### src/rtl/alu_seq_if.sv
// alu_seq operand/result bundle.
// master drives op/a/b with in_valid; slave returns in_ready/result/flags.
interface alu_seq_if #(
    parameter int WIDTH = 8
);
    logic             in_valid;
    logic             in_ready;
    logic [3:0]       op;
    logic [WIDTH-1:0] a;
    logic [WIDTH-1:0] b;
    logic             out_valid;
    logic [WIDTH-1:0] result;
    logic [3:0]       flags;

    modport master (
        output in_valid, op, a, b,
        input  in_ready, out_valid, result, flags
    );

    modport slave (
        input  in_valid, op, a, b,
        output in_ready, out_valid, result, flags
    );
endinterface

### src/rtl/alu_seq.sv
// Registered execute-stage ALU with persistent {V,C,N,Z} flag register.
// Define ALU_MUL_EN to build the multi-cycle shift-add multiplier.
module alu_seq #(
    parameter int WIDTH = 8
) (
    input logic      clk,
    input logic      rst,
    alu_seq_if.slave bus
);
    localparam int MSB = WIDTH - 1;

    localparam logic [3:0] OP_MOV  = 4'b0001;
    localparam logic [3:0] OP_ADD  = 4'b0010;
    localparam logic [3:0] OP_SUB  = 4'b0011;
    localparam logic [3:0] OP_AND  = 4'b0100;
    localparam logic [3:0] OP_OR   = 4'b0101;
    localparam logic [3:0] OP_RLC  = 4'b0110;
    localparam logic [3:0] OP_RRC  = 4'b0111;
    localparam logic [3:0] OP_SETC = 4'b1000;
    localparam logic [3:0] OP_CLRC = 4'b1001;
    localparam logic [3:0] OP_NOT  = 4'b1010;
    localparam logic [3:0] OP_NEG  = 4'b1011;
    localparam logic [3:0] OP_INC  = 4'b1100;
    localparam logic [3:0] OP_DEC  = 4'b1101;

    localparam logic [WIDTH-1:0] MAX_POS = {1'b0, {(WIDTH-1){1'b1}}};
    localparam logic [WIDTH-1:0] MIN_NEG = {1'b1, {(WIDTH-1){1'b0}}};
    localparam logic [WIDTH-1:0] ALL_ONE = '1;

    logic [WIDTH-1:0] result_q;
    logic [3:0]       flags_q;
    logic             out_valid_q;

    logic             accept;
    logic [WIDTH-1:0] alu_res;
    logic [3:0]       alu_flags;
    logic [WIDTH:0]   sum;
    logic             v_n;
    logic             c_n;
    logic             upd_zn;

    logic             mul_start;
    logic             mul_last;
    logic [WIDTH-1:0] mul_res;
    logic [3:0]       mul_flags;

    assign accept = bus.in_valid && bus.in_ready;

    // Single-cycle datapath: new result and flags from operands and held C.
    always_comb begin
        alu_res = result_q;
        v_n     = flags_q[3];
        c_n     = flags_q[2];
        upd_zn  = 1'b1;
        sum     = '0;
        case (bus.op)
            OP_MOV: alu_res = bus.b;
            OP_ADD: begin
                sum     = {1'b0, bus.a} + {1'b0, bus.b};
                alu_res = sum[MSB:0];
                c_n     = sum[WIDTH];
                v_n     = (bus.a[MSB] == bus.b[MSB]) &&
                          (alu_res[MSB] != bus.a[MSB]);
            end
            OP_SUB: begin
                alu_res = bus.a - bus.b;
                c_n     = bus.a < bus.b;
                v_n     = (bus.a[MSB] != bus.b[MSB]) &&
                          (alu_res[MSB] != bus.a[MSB]);
            end
            OP_AND: alu_res = bus.a & bus.b;
            OP_OR:  alu_res = bus.a | bus.b;
            OP_RLC: begin
                alu_res = {bus.b[MSB-1:0], flags_q[2]};
                c_n     = bus.b[MSB];
            end
            OP_RRC: begin
                alu_res = {flags_q[2], bus.b[MSB:1]};
                c_n     = bus.b[0];
            end
            OP_SETC: begin
                upd_zn = 1'b0;
                c_n    = 1'b1;
            end
            OP_CLRC: begin
                upd_zn = 1'b0;
                c_n    = 1'b0;
            end
            OP_NOT: alu_res = ~bus.b;
            OP_NEG: alu_res = -bus.b;
            OP_INC: begin
                alu_res = bus.b + WIDTH'(1);
                c_n     = bus.b == ALL_ONE;
                v_n     = bus.b == MAX_POS;
            end
            OP_DEC: begin
                alu_res = bus.b - WIDTH'(1);
                c_n     = bus.b == '0;
                v_n     = bus.b == MIN_NEG;
            end
            default: begin
                // Undefined opcodes (and MUL when not built) zero the
                // result but leave every flag alone.
                alu_res = '0;
                upd_zn  = 1'b0;
            end
        endcase
        alu_flags = {v_n, c_n,
                     upd_zn ? alu_res[MSB] : flags_q[1],
                     upd_zn ? (alu_res == '0) : flags_q[0]};
    end

`ifdef ALU_MUL_EN
    localparam logic [3:0] OP_MUL = 4'b1110;
    localparam int CW = $clog2(WIDTH);

    typedef enum logic {
        S_IDLE,
        S_MUL
    } state_t;

    state_t               state;
    state_t               state_n;
    logic [2*WIDTH-1:0]   mcand;
    logic [2*WIDTH-1:0]   prod;
    logic [2*WIDTH-1:0]   prod_fin;
    logic [WIDTH-1:0]     mplier;
    logic [CW-1:0]        cnt;

    assign mul_start = accept && (bus.op == OP_MUL);
    assign mul_last  = (state == S_MUL) && (cnt == CW'(WIDTH - 1));
    assign prod_fin  = prod + (mplier[0] ? mcand : '0);
    assign mul_res   = prod_fin[MSB:0];
    assign mul_flags = {prod_fin[2*WIDTH-1:WIDTH] != '0,
                        prod_fin[2*WIDTH-1:WIDTH] != '0,
                        prod_fin[MSB],
                        prod_fin[MSB:0] == '0};

    // Multiplier FSM state register.
    always_ff @(posedge clk) begin
        if (rst) state <= S_IDLE;
        else     state <= state_n;
    end

    // Next state and input-side readiness.
    always_comb begin
        state_n      = state;
        bus.in_ready = 1'b0;
        case (state)
            S_IDLE: begin
                bus.in_ready = 1'b1;
                if (mul_start) state_n = S_MUL;
            end
            S_MUL: begin
                if (mul_last) state_n = S_IDLE;
            end
            default: state_n = S_IDLE;
        endcase
    end

    // Shift-add iteration: one multiplier bit per cycle, LSB first.
    always_ff @(posedge clk) begin
        if (rst) begin
            mcand  <= '0;
            prod   <= '0;
            mplier <= '0;
            cnt    <= '0;
        end else if (mul_start) begin
            mcand  <= {{WIDTH{1'b0}}, bus.a};
            prod   <= '0;
            mplier <= bus.b;
            cnt    <= '0;
        end else if (state == S_MUL) begin
            prod   <= prod_fin;
            mcand  <= mcand << 1;
            mplier <= mplier >> 1;
            cnt    <= cnt + CW'(1);
        end
    end
`else
    assign mul_start    = 1'b0;
    assign mul_last     = 1'b0;
    assign mul_res      = '0;
    assign mul_flags    = '0;
    assign bus.in_ready = 1'b1;
`endif

    // Architectural result/flag register and completion pulse.
    always_ff @(posedge clk) begin
        if (rst) begin
            result_q    <= '0;
            flags_q     <= '0;
            out_valid_q <= 1'b0;
        end else begin
            out_valid_q <= 1'b0;
            if (mul_last) begin
                result_q    <= mul_res;
                flags_q     <= mul_flags;
                out_valid_q <= 1'b1;
            end else if (accept && !mul_start) begin
                result_q    <= alu_res;
                flags_q     <= alu_flags;
                out_valid_q <= 1'b1;
            end
        end
    end

    assign bus.result    = result_q;
    assign bus.flags     = flags_q;
    assign bus.out_valid = out_valid_q;
endmodule

### src/flat_wrapper.sv
// flat-port wrapper written by rule: the top's interface ports become plain ports
module alu_seq_flat 
#(
    parameter int WIDTH = 8
)
  (clk, rst, bus_in_valid, bus_op, bus_a, bus_b, bus_in_ready, bus_out_valid, bus_result, bus_flags);
  alu_seq_if #(.WIDTH(WIDTH)) bus_i ();
  input logic clk;
  input logic rst;
  input wire logic [$bits(bus_i.in_valid)-1:0] bus_in_valid;
  input wire logic [$bits(bus_i.op)-1:0] bus_op;
  input wire logic [$bits(bus_i.a)-1:0] bus_a;
  input wire logic [$bits(bus_i.b)-1:0] bus_b;
  output wire logic [$bits(bus_i.in_ready)-1:0] bus_in_ready;
  output wire logic [$bits(bus_i.out_valid)-1:0] bus_out_valid;
  output wire logic [$bits(bus_i.result)-1:0] bus_result;
  output wire logic [$bits(bus_i.flags)-1:0] bus_flags;
  assign bus_i.in_valid = bus_in_valid;
  assign bus_i.op = bus_op;
  assign bus_i.a = bus_a;
  assign bus_i.b = bus_b;
  assign bus_in_ready = bus_i.in_ready;
  assign bus_out_valid = bus_i.out_valid;
  assign bus_result = bus_i.result;
  assign bus_flags = bus_i.flags;
  alu_seq #(.WIDTH(WIDTH)) u_core (.clk(clk), .rst(rst), .bus(bus_i));
endmodule
### config.mk
export PLATFORM = sky130hd
export DESIGN_NAME = alu_seq_flat
export DESIGN_NICKNAME = d
export VERILOG_FILES = /design/src/rtl/alu_seq_if.sv /design/src/rtl/alu_seq.sv /design/src/flat_wrapper.sv
export SDC_FILE = /design/constraint.sdc
export NUM_CORES = 1
export LEC_CHECK = 0
export BUFFER_PORTS_ARGS = -buffer_cell sky130_fd_sc_hd__buf_4
export CAP_MARGIN = 20
export CORE_ASPECT_RATIO = 1.2
export CORE_MARGIN = 2
export CORE_UTILIZATION = 50
export CTS_BUF_LIST = sky130_fd_sc_hd__clkbuf_16
export CTS_CLUSTER_DIAMETER = 200
export DETAILED_ROUTE_END_ITERATION = 8
export PLACE_DENSITY_LB_ADDON = 0.3
export RECOVER_POWER = 100
export SYNTH_ARGS = -nofsm -noshare
export SYNTH_HDL_FRONTEND = slang
export SYNTH_SLANG_ARGS = --single-unit
### constraint.sdc
create_clock -name clk -period 2.6 [get_ports clk]
set_clock_uncertainty 0.2 [all_clocks]
set_input_delay 0.52 -clock clk [delete_from_list [all_inputs] [get_ports clk]]
set_output_delay 0.52 -clock clk [all_outputs]
set_load 0.01 [all_outputs]
# [Word level (Yosys, flattened, before mapping)]
# Index checks and enable logic that the tools add are counted.
[word_totals] reg_bits=13 out_inout_bits=14 word_cells=50 inputBits=23
[classes] n_reduce_logical=11 bitwise_logic=3 n_addsub=5 n_lt_le_gt_ge=1 eq_ne=20 n_mux=5
[op_table] cell="case mux 8 bit (12 select lines)" count=1
[op_table] cell="equality test 4 bit (second input constant)" count=6
[op_table] cell="equality test 4 x 3 -> 1 bit (second input constant)" count=4
[op_table] cell="equality test 8 bit (second input constant)" count=2
[op_table] cell="logical NOT 8 bit" count=2
[op_table] cell="OR reduction 11 bit" count=1
[op_table] cell="adder 8 x 8 -> 9 bit" count=1
[op_table] cell="adder 8 x 1 -> 8 bit (second input constant)" count=1
[op_table] cell="bitwise AND 8 bit" count=1
[op_table] cell="equality test 4 x 2 -> 1 bit (second input constant)" count=2
[op_table] cell="equality test 8 x 7 -> 1 bit (second input constant)" count=1
[op_table] cell="< comparator 8 bit" count=1
[op_table] cell="negator 8 bit" count=1
[op_table] cell="NOT 8 bit" count=1
[op_table] cell="bitwise OR 8 bit" count=1
[op_table] cell="case mux 1 bit (8 select lines)" count=1
[op_table] cell="nonzero test 8 bit" count=1
[op_table] cell="subtractor 8 x 1 -> 8 bit (second input constant)" count=1
[op_table] cell="subtractor 8 bit" count=1
[op_table] cell="AND reduction 2 bit" count=3
[op_table] cell="equality test 4 x 1 -> 1 bit (second input constant)" count=1
[op_table] cell="case mux 1 bit (4 select lines)" count=1
[op_table] cell="nonzero test 4 bit" count=1
[op_table] cell="inequality test 1 bit" count=3
[op_table] cell="4 further kinds" count=6

# [Longest topological paths before layout]
# Gate-level depths: netlist (run 1).
[depth] depth_word=4 depth_mapped=11 mapped_depth_nobuf=11

# [Least setup slack after synthesis (run 1)]
# Ideal clock, no wire load.
[synth_timing] kind="input to register" start="input port bus_b[1]" end="register u_core.flags_q[0], in the netlist u_core.bus.flags[0]" t_arrival_ns=2.500 required_ns=2.284 setup_slack_ns=-0.216 setup_ns=0.116 stages=10 n_path_buf=1 cell_sequence="buf_2 inv_1 ha_1 a21o_1 a21o_1 or4_1 a31oi_1 a211oi_1 and4_1 a41o_1"
[synth_via] elab_chain_cells=3 word_cells_on_any_way=10 cone_classes="add/sub: 5; mux: 1; bitwise: 3; reduce/logical: 1"
[synth_rtl] item="start, declared" line_no="flat_wrapper.sv:13" text="input wire logic [$bits(bus_i.b)-1:0] bus_b;"
[synth_rtl] item="subtractor 8 x 1 -> 8 bit, or another cell as far along" line_no="alu_seq.sv:97" text="alu_res = bus.b - WIDTH'(1);"
[synth_rtl] item="case mux 8 bit (12 select lines) *" line_no="alu_seq.sv:56" text="case (bus.op)"
[synth_rtl] item="logical NOT 8 bit *" line_no="alu_seq.sv:110" text="upd_zn ? (alu_res == '0) : flags_q[0]};"
[synth_rtl] item="end signal, assigned" line_no="alu_seq.sv:198" text="flags_q <= mul_flags;"
[synth_rtl] item="end signal, assigned" line_no="alu_seq.sv:202" text="flags_q <= alu_flags;"
[synth_rtl] item="end, declared" line_no="alu_seq.sv:31" text="logic [3:0] flags_q;"
# Every way passes the cells marked *; elsewhere a longest branch is shown, timed or not.
# A chain may end at the register's enable or synchronous reset.

# [Final worst setup path (run 1)]
[layout_timing] start="input port bus_a[0]" end="register u_core.flags_q[0], in the netlist u_core.bus.flags[0]"
[layout_via] elab_chain_cells=3 word_cells_on_any_way=6 cone_classes="add/sub: 2; mux: 1; bitwise: 2; reduce/logical: 1"
[layout_rtl] item="start, declared" line_no="flat_wrapper.sv:12" text="input wire logic [$bits(bus_i.a)-1:0] bus_a;"
[layout_rtl] item="subtractor 8 bit, or another cell as far along" line_no="alu_seq.sv:66" text="alu_res = bus.a - bus.b;"
[layout_rtl] item="case mux 8 bit (12 select lines) *" line_no="alu_seq.sv:56"
[layout_rtl] item="logical NOT 8 bit *" line_no="alu_seq.sv:110"
# Marks and branches as above.

==> results.json, run 1 <==
{
  "cts_max_level": 1,
  "arrival_ns": 2.61,
  "cts_buffer_depth": 2,
  "grt_max_degree": 33,
  "start_kind": "input port",
  "post-place-cells": 487,
  "critPathKind": "in2reg",
  "power-per-cell-area_nw_per_um2": 325,
  "r2r_cells": 5,
  "wire_per_inst_um": 18.0,
  "clkTransAtPathRegs_ns": 0.05,
  "worstPathRequired_ns": 2.59,
  "rsz0062_at_grt": "yes",
  "finalWeightedCongestion": 0.978,
  "yosysTopAreaCell": "ha_1",
  "ant_nets": 0,
  "floorplan.initialDensity_pct": 52.4,
  "drv_cap": 0,
  "die_x_um": 69.9,
  "syn_avg_cell_area_um2": 7.51,
  "hold_violations": 0,
  "tritoncts": "built",
  "vdd_drop_max_v": 0.000161,
  "io_pins": 37,
  "ys_seq_area_share_pct": 9.99,
  "setup-violations-final": 2,
  "synth_top_area_share_pct": 13.0,
  "hold_path.class": "reg2reg",
  "core_um2": 4970,
  "min_period_ns": 2.63,
  "leakage_nw": 1.56,
  "p_total_w": 0.00114,
  "nets": 485,
  "layout_common_cells": "buf_4, nor2_1, inv_1, nand2_1, ha_1",
  "dieArea_um2": 5810,
  "finalCritPeriodShare_pct": 101,
  "drt_iter0_markers": 276,
  "synth-seq-cells": 13,
  "yosysWarnings": 0,
  "die_h_um": 83.1,
  "outcome": "complete, but fails checks",
  "syn_nets": 399,
  "antenna_found_initial": 0,
  "synth_edf_count": 0,
  "clock.fmax_mhz": 381,
  "netlist_area_um2": 2600,
  "violations": "negative setup slack",
  "cts_buffers": 3,
  "grt_pass1_wl_um": 13900,
  "vias": 3013,
  "gr-total-overflow": 0,
  "end_kind": "flip-flop",
  "firstDrtPassIters": 7,
  "synth_top_cells_by_area": "ha_1, dfxtp_1, xnor2_1, a211oi_1, inv_1",
  "rows": 28,
  "synthToLayoutAreaGrowth_pct": 34.4,
  "insertion_delay_ns": 0.24,
  "clock_sinks": 13,
  "root_buffer": "clkbuf_16",
  "dpl_cell_area_um2": 3380,
  "finalCoreUtilization_pct": 70.4,
  "n_antenna_cell": 0,
  "drive_above_1_share_pct": 31.7,
  "worstPathMaxFanout": 2,
  "final_cells": 492,
  "ys_types": 65,
  "io_buffer_count": 35,
  "whs_path_depth": 2,
  "n_fill_cell": 433,
  "totalWireLength_um": 8860,
  "ys.flop_type": "dfxtp_1",
  "final_common_cell": "buf_4",
  "via_per_inst": 6.12,
  "fin_ws_ns": -0.0256,
  "final_cell_area_um2": 3500,
  "drc": 0,
  "grt_pass1_vias": 2743,
  "ctsHoldBuffers": 0,
  "maxSlewViolCount": 0,
  "cp-startpoint": "bus_a[0]",
  "grtUsageTotal_pct": 29.2,
  "r2r-start": "u_core.bus.flags[2]",
  "dpl.hpwl_um": 6970,
  "async_flop_share_pct": 0,
  "hp-start": "u_core.bus.flags[3]",
  "synthCells": 347
}
==> power breakdown <==
group / internal, W / total, W / switching (W)
clock: 0.000203 / 0.000295 / 0.0000916
combinational: 0.000292 / 0.000619 / 0.000326
sequential: 0.000214 / 0.000225 / 0.0000102
==> worst paths after layout <==
kind / end / slack, ns
setup / recovery: u_core.bus.flags[0] / -0.03
hold / removal: u_core.bus.flags[3] / 0.30
setup reg to reg: u_core.bus.flags[0] / 0.59
hold reg to reg: u_core.bus.flags[3] / 0.30
==> synth_stat cells (2+ instances only) <==
master	n
a211o_1	2
a211oi_1	14
a21o_1	5
a21oi_1	11
a221oi_1	3
a22o_1	2
a22oi_1	8
a31oi_1	5
buf_2	10
buf_4	4
buf_6	6
clkbuf_1	9
dfxtp_1	13
fa_1	2
ha_1	27
inv_1	28
mux2i_1	4
mux4_2	3
nand2_1	25
nand2b_1	10
nand3_1	12
nand3b_1	5
nand4_1	3
nor2_1	26
nor2b_1	6
nor3_1	10
nor3_2	3
nor3b_1	3
nor4_1	5
o211ai_1	2
o21ai_0	12
o21bai_1	3
o221a_2	2
o22a_1	2
o22ai_1	5
o2bb2ai_1	2
o31ai_1	4
or4_1	2
xnor2_1	21
xor2_1	3
==> per-stage QoR <==
stage	hold slack (ns)	worst slack, ns	TNS (ns)
6_report	0.301	-0.0256	-0.0364
5_1_grt	0.336	-0.144	-0.524
4_1_cts	0.307	0.00465	0
3_5_place_dp	0.300	-0.323	-1.82
3_3_place_gp	0.279	-0.260	-1.47
2_1_floorplan	0.302	0.00647	0
==> critical path, cell delays in order <==
cell and delay (ns):
buf_6 0.10, inv_4 0.06, ha_4 0.13, inv_2 0.04, fa_2 0.39, nor3b_4 0.16, nor3_2 0.24, buf_4 0.17
o31ai_4 0.07, xnor2_1 0.16, a221oi_2 0.36, a41o_1 0.21
==> sequential cells by signal, indices dropped and copies added (netlist names) <==
signal                flops
u_core.bus.out_valid      1
u_core.bus.result         8
u_core.bus.flags          4
==> cell type report <==
class                      instances  area, µm²  area share, %
multi-input combinational        276       2180           62.1
timing repair buffer             111        797           22.8
sequential                        13        260           7.43
inverter                          28        115           3.29
clock buffer                       3       75.1           2.14
tap                               60       75.1           2.14
clock inverter                     1       3.75          0.107
==> kinds of logic (layout without fill, tap and decap cells) <==
family / count (synthesis) / in the layout / synth area share [%]
and+or+nand+nor: 117 / 117 / 24.3
AOI/OAI and AO/OA: 97 / 97 / 27.3
buffers and inverters: 58 / 143 / 11.1
adders and majority gates: 29 / 29 / 14.5
xor gates and xnor gates: 24 / 24 / 8.07
DFF: 13 / 13 / 9.99
muxes: 8 / 8 / 4.56
other: 1 / 1 / 0.144
==> what timing repair did <==
action                     in CTS  in global routing
gates resized for setup         5                 16
buffers inserted                0                  1
setup endpoints to repair       2                  8
pin swaps                       3                 14
hold endpoints to repair        0                  0
==> routing by layer <==
layer | share of wire, % | global-route usage (%) | vias to the layer above
met5 | 0 | 0 | -
met4 | 3.7 | 9.79 | 0
met1 | 40 | 38.3 | 1384
li1 | - | - | 1422
met2 | 50 | 50.8 | 170
met3 | 7.0 | 1.09 | 37
No activity file was read; power rests on OpenSTA's default activity.
==> run 2, diff against run 1 <==
- CORE_UTILIZATION: 50 -> 40
==> run 2 against run 1 <==
  * The run now ends clean
  * Worst setup slack improved by 0.071 ns
  * Worst hold slack got worse by 0.0050 ns
  * Clock power decreased by 2%
  * Core utilization decreased by 14 points
  * Combinational power increased by 1%
  * First-iteration DRC count decreased by 23%
  * Via count decreased by 1.6%
  * Global-route usage decreased by 4.6 points
  * Non-clock buffer count decreased by 4
  * Critical path type unchanged
  * Largest power group unchanged
  * Highest routed layer unchanged
==> results.json, run 2 (synthesis gave the netlist of run 1 again) <==
{
  "setup-violations-final": 0,
  "ctsHoldBuffers": 0,
  "critPathKind": "in2reg",
  "drc": 0,
  "drv_cap": 0,
  "final_cells": 513,
  "path_common_cell": "a211oi_2",
  "firstDrtPassIters": 5,
  "largest_reg_flops": 8,
  "grt_pass1_vias": 2839,
  "grt_pass1_wl_um": 14100,
  "vias": 2964,
  "arrival_ns": 2.54,
  "cpLargestDelayFamily": "compound AO/OA/AOI/OAI gates",
  "grtUsageTotal_pct": 24.5,
  "totalWireLength_um": 8780,
  "insertion_delay_ns": 0.24,
  "hold_violations": 0,
  "root_buffer": "clkbuf_16",
  "post-place-cells": 507,
  "layout_common_cells": "buf_4, nor2_1, nand2_1",
  "worstPathRequired_ns": 2.59,
  "rsz0062_at_grt": "yes",
  "dieArea_um2": 7180,
  "clock_sinks": 13,
  "cp.buffers_inverters": 1,
  "dpl_cell_area_um2": 3390,
  "worstPathCellList": "buf_8, ha_4, fa_2, a21o_1, a211oi_2, nor2_1, a32o_2, a211oi_2, and4_1, a41o_1",
  "clock.fmax_mhz": 391,
  "cts_buffers": 3,
  "final_cell_area_um2": 3570,
  "leakage_nw": 1.56,
  "n_fill_cell": 602,
  "fin_ws_ns": 0.0450,
  "gr-total-overflow": 0,
  "tritoncts": "built",
  "rows": 32,
  "finalCritPeriodShare_pct": 98.3,
  "dp_slack_ns": -0.318,
  "n_antenna_cell": 0,
  "cts_buffer_depth": 2,
  "outcome": "complete, no violations",
  "worstPathMaxFanout": 3,
  "end_kind": "flip-flop",
  "io_pins": 37,
  "antenna_found_initial": 0,
  "die_x_um": 77.7,
  "io_buffer_count": 35,
  "nets": 481,
  "worst_slew_pin_slew_ns": 0.861,
  "r2r_slack_ns": 0.59,
  "floorplan.initialDensity_pct": 40.9,
  "start_kind": "input port",
  "wire_per_inst_um": 17.1,
  "min_period_ns": 2.55,
  "relSlewSlack_pct": 42.6,
  "die_h_um": 92.4,
  "core_um2": 6370,
  "clkTransAtPathRegs_ns": 0.05,
  "drt_iter0_markers": 213,
  "vdd_drop_max_v": 0.000257,
  "final_common_cell": "buf_4",
  "ant_nets": 0,
  "synthToLayoutAreaGrowth_pct": 36.9,
  "grt_max_degree": 33,
  "via_per_inst": 5.78,
  "finalWeightedCongestion": 0.938,
  "p_total_w": 0.00114,
  "power-per-cell-area_nw_per_um2": 320,
  "drive_above_1_share_pct": 33.2,
  "hold_path.class": "reg2reg",
  "cts_max_level": 1,
  "slowest_stage": "fa_2",
  "max_stage_delay_ns": 0.39,
  "maxSlewViolCount": 0,
  "dpl.hpwl_um": 6990
}
run 2: worst paths after layout:
check                       from                    to  cells past startpoint
min reg2reg  u_core.bus.flags[3]   u_core.bus.flags[3]                      2
max                     bus_b[0]   u_core.bus.flags[0]                     10
max reg2reg  u_core.bus.flags[2]  u_core.bus.result[7]                      5
min          u_core.bus.flags[3]   u_core.bus.flags[3]                      2
run 2: metrics by stage:
stage          TNS [ns]  utilization, %  hold WS [ns]
4_1_cts               0            54.6         0.304
6_report              0            56.0         0.296
5_1_grt         -0.0660            56.0         0.323
2_1_floorplan         0               -         0.302
3_3_place_gp      -1.02            53.2         0.280
3_5_place_dp      -1.45            53.2         0.297
run 2: layout make-up:
type | count | area [µm²] | share of cell area [%]
timing repair buffer | 107 | 791 | 22.2
multi-input combinational | 276 | 2210 | 62.0
sequential | 13 | 260 | 7.30
clock buffer | 3 | 75.1 | 2.10
inverter | 28 | 120 | 3.37
tap | 85 | 106 | 2.98
clock inverter | 1 | 3.75 | 0.105
run 2: power breakdown:
| part | switching [W] | total, W | internal [W] |
|---|---|---|---|
| clock | 0.0000861 | 0.000289 | 0.000203 |
| sequential | 0.0000102 | 0.000225 | 0.000214 |
| combinational | 0.000327 | 0.000626 | 0.000300 |
| total | 0.000423 | 0.00114 | 0.000717 |
run 2: worst min-delay path, delay by kind of cell, from the launching register on:
| family | cells | cell delay (ns) |
|---|---|---|
| simple gates | 2 | 0.15 |
| flops | 1 | 0.30 |
run 2: routing by layer:
metal	vias up	GRT usage, %	wire length (µm)
met1	1378	30.1	3710
met2	137	42.7	4210
li1	1421	-	-
met5	-	0	0
met3	28	2.53	529
met4	0	11.3	332
run 2: repair_timing:
action	4_1_cts	5_1_grt
pin swaps	1	19
setup endpoints to repair	2	5
gates resized for setup	3	31
buffers inserted	0	2
==> run 3, diff against run 2 <==
- CORE_UTILIZATION: 40 -> 53
- GPL_TIMING_DRIVEN: default -> 0
==> run 3 against run 2 <==
  * The run now ends with negative setup slack left
  * Fmax down 2.2%
  * Via count up 1.5%
  * Register-to-register slack worse by 0.09 ns
  * First-iteration DRC count up 24%
  * Critical path depth up 1
  * Core utilization up 17 points
  * Die area down 23%
==> results.json, run 3 (synthesis gave the netlist of run 1 again) <==
{
  "outcome": "complete, but fails checks",
  "violations": "negative setup slack",
  "clock.fmax_mhz": 383,
  "root_buffer": "clkbuf_16",
  "layout_common_cells": "buf_4, nor2_1, nand2_1",
  "rsz0062_at_grt": "yes",
  "dieArea_um2": 5490,
  "drive_above_1_share_pct": 29.1,
  "arrival_ns": 2.60,
  "wire_per_inst_um": 20.3,
  "antenna_found_initial": 0,
  "n_fill_cell": 395,
  "finalCoreUtilization_pct": 72.5,
  "grt_pass1_vias": 2665,
  "via_per_inst": 6.68,
  "worst_slew_pin_slew_ns": 0.740,
  "firstDrtPassIters": 5,
  "hold_path.class": "in2reg",
  "dpl.hpwl_um": 6560,
  "n_antenna_cell": 0,
  "ant_nets": 0,
  "hold_ws_ns": 0.267,
  "power-per-cell-area_nw_per_um2": 330,
  "cts_buffers": 3,
  "insertion_delay_ns": 0.24,
  "core_um2": 4660,
  "finalWeightedCongestion": 1.07,
  "gr-total-overflow": 0,
  "clock_sinks": 13,
  "die_x_um": 68,
  "finalSetupTns_ns": -0.0131,
  "end_kind": "flip-flop",
  "io_buffer_count": 32,
  "die_h_um": 80.8,
  "cts_buffer_depth": 2,
  "start_kind": "input port",
  "drt_iter0_markers": 264,
  "multi_input_area_um2": 2320,
  "grtUsageTotal_pct": 32.3,
  "rows": 27,
  "cts_max_level": 1,
  "io_pins": 37,
  "drc": 0,
  "grt_max_degree": 11,
  "critPathKind": "in2reg",
  "ff_latch_area_um2": 260,
  "clkTransAtPathRegs_ns": 0.04,
  "nets": 445,
  "drv_cap": 0,
  "worstPathRequired_ns": 2.58,
  "p_total_w": 0.00112,
  "final_cells": 450,
  "min_period_ns": 2.61,
  "floorplan.initialDensity_pct": 55.9,
  "finalCritPeriodShare_pct": 101,
  "post-place-cells": 437,
  "setup-violations-final": 1,
  "vias": 3007,
  "worstPathMaxFanout": 5,
  "totalWireLength_um": 9140,
  "tritoncts": "built",
  "relSlewSlack_pct": 50.4,
  "leakage_nw": 1.37,
  "synthToLayoutAreaGrowth_pct": 29.8,
  "largest_reg_flops": 8,
  "vdd_drop_max_v": 0.000185,
  "hold_violations": 0,
  "fin_ws_ns": -0.0131,
  "grt_pass1_wl_um": 13400,
  "maxSlewViolCount": 0,
  "final_common_cell": "buf_4"
}
-- run 3: final cells by class --
type	count	area share (%)
buffer	27	6.55
clock buffer	3	2.22
clock inverter	1	0.111
inverter	28	4.14
multi-input combinational	276	68.5
sequential	13	7.70
tap	58	2.15
timing repair buffer	44	8.66
-- run 3: final timing paths --
check                      start                    to  slack, ns  depth (start not counted)
max                     bus_b[0]   u_core.bus.flags[0]      -0.01                         11
min                          rst  u_core.bus.out_valid       0.27                          2
max reg2reg  u_core.bus.flags[2]   u_core.bus.flags[0]       0.50                          5
min reg2reg  u_core.bus.flags[3]   u_core.bus.flags[3]       0.29                          2
-- run 3: what timing repair did --
action | CTS | global route
pin swaps | 14 | 18
hold buffers | 0 | 0
resized for setup | 38 | 28
cloned | 0 | 0
endpoints found under the setup margin | 8 | 7
setup buffers | 3 | 9
hold endpoints to repair | 0 | 0
-- run 3: critical path, cell delays in order --
cell and delay [ns]:
buf_4 0.14, ha_4 0.15, inv_2 0.04, fa_2 0.38, nor3b_4 0.17, nor3_2 0.25, xnor2_1 0.21, o22ai_1 0.15
a211oi_2 0.25, and4_1 0.21, a41o_1 0.14
-- run 3: where the power goes --
part           switching, W  internal [W]
Clock             0.0000804      0.000202
Sequential        0.0000122      0.000215
Combinational      0.000346      0.000261
Total              0.000438      0.000678
-- run 3: routing by layer --
metal	vias to the layer above	wire length, µm	global-route usage, %
met4	0	506	17.4
met2	243	4290	53.1
met5	-	0	0
met1	1356	3370	40.7
met3	57	978	3.74
li1	1351	-	-
-- run 3: stage by stage --
stage,setup slack (ns),area [µm²]
3_3_place_gp,-0.530,2990
4_1_cts,0.00606,3250
2_1_floorplan,0.00647,2680
6_report,-0.0131,3380
3_5_place_dp,-0.559,2990
5_1_grt,-0.0399,3380
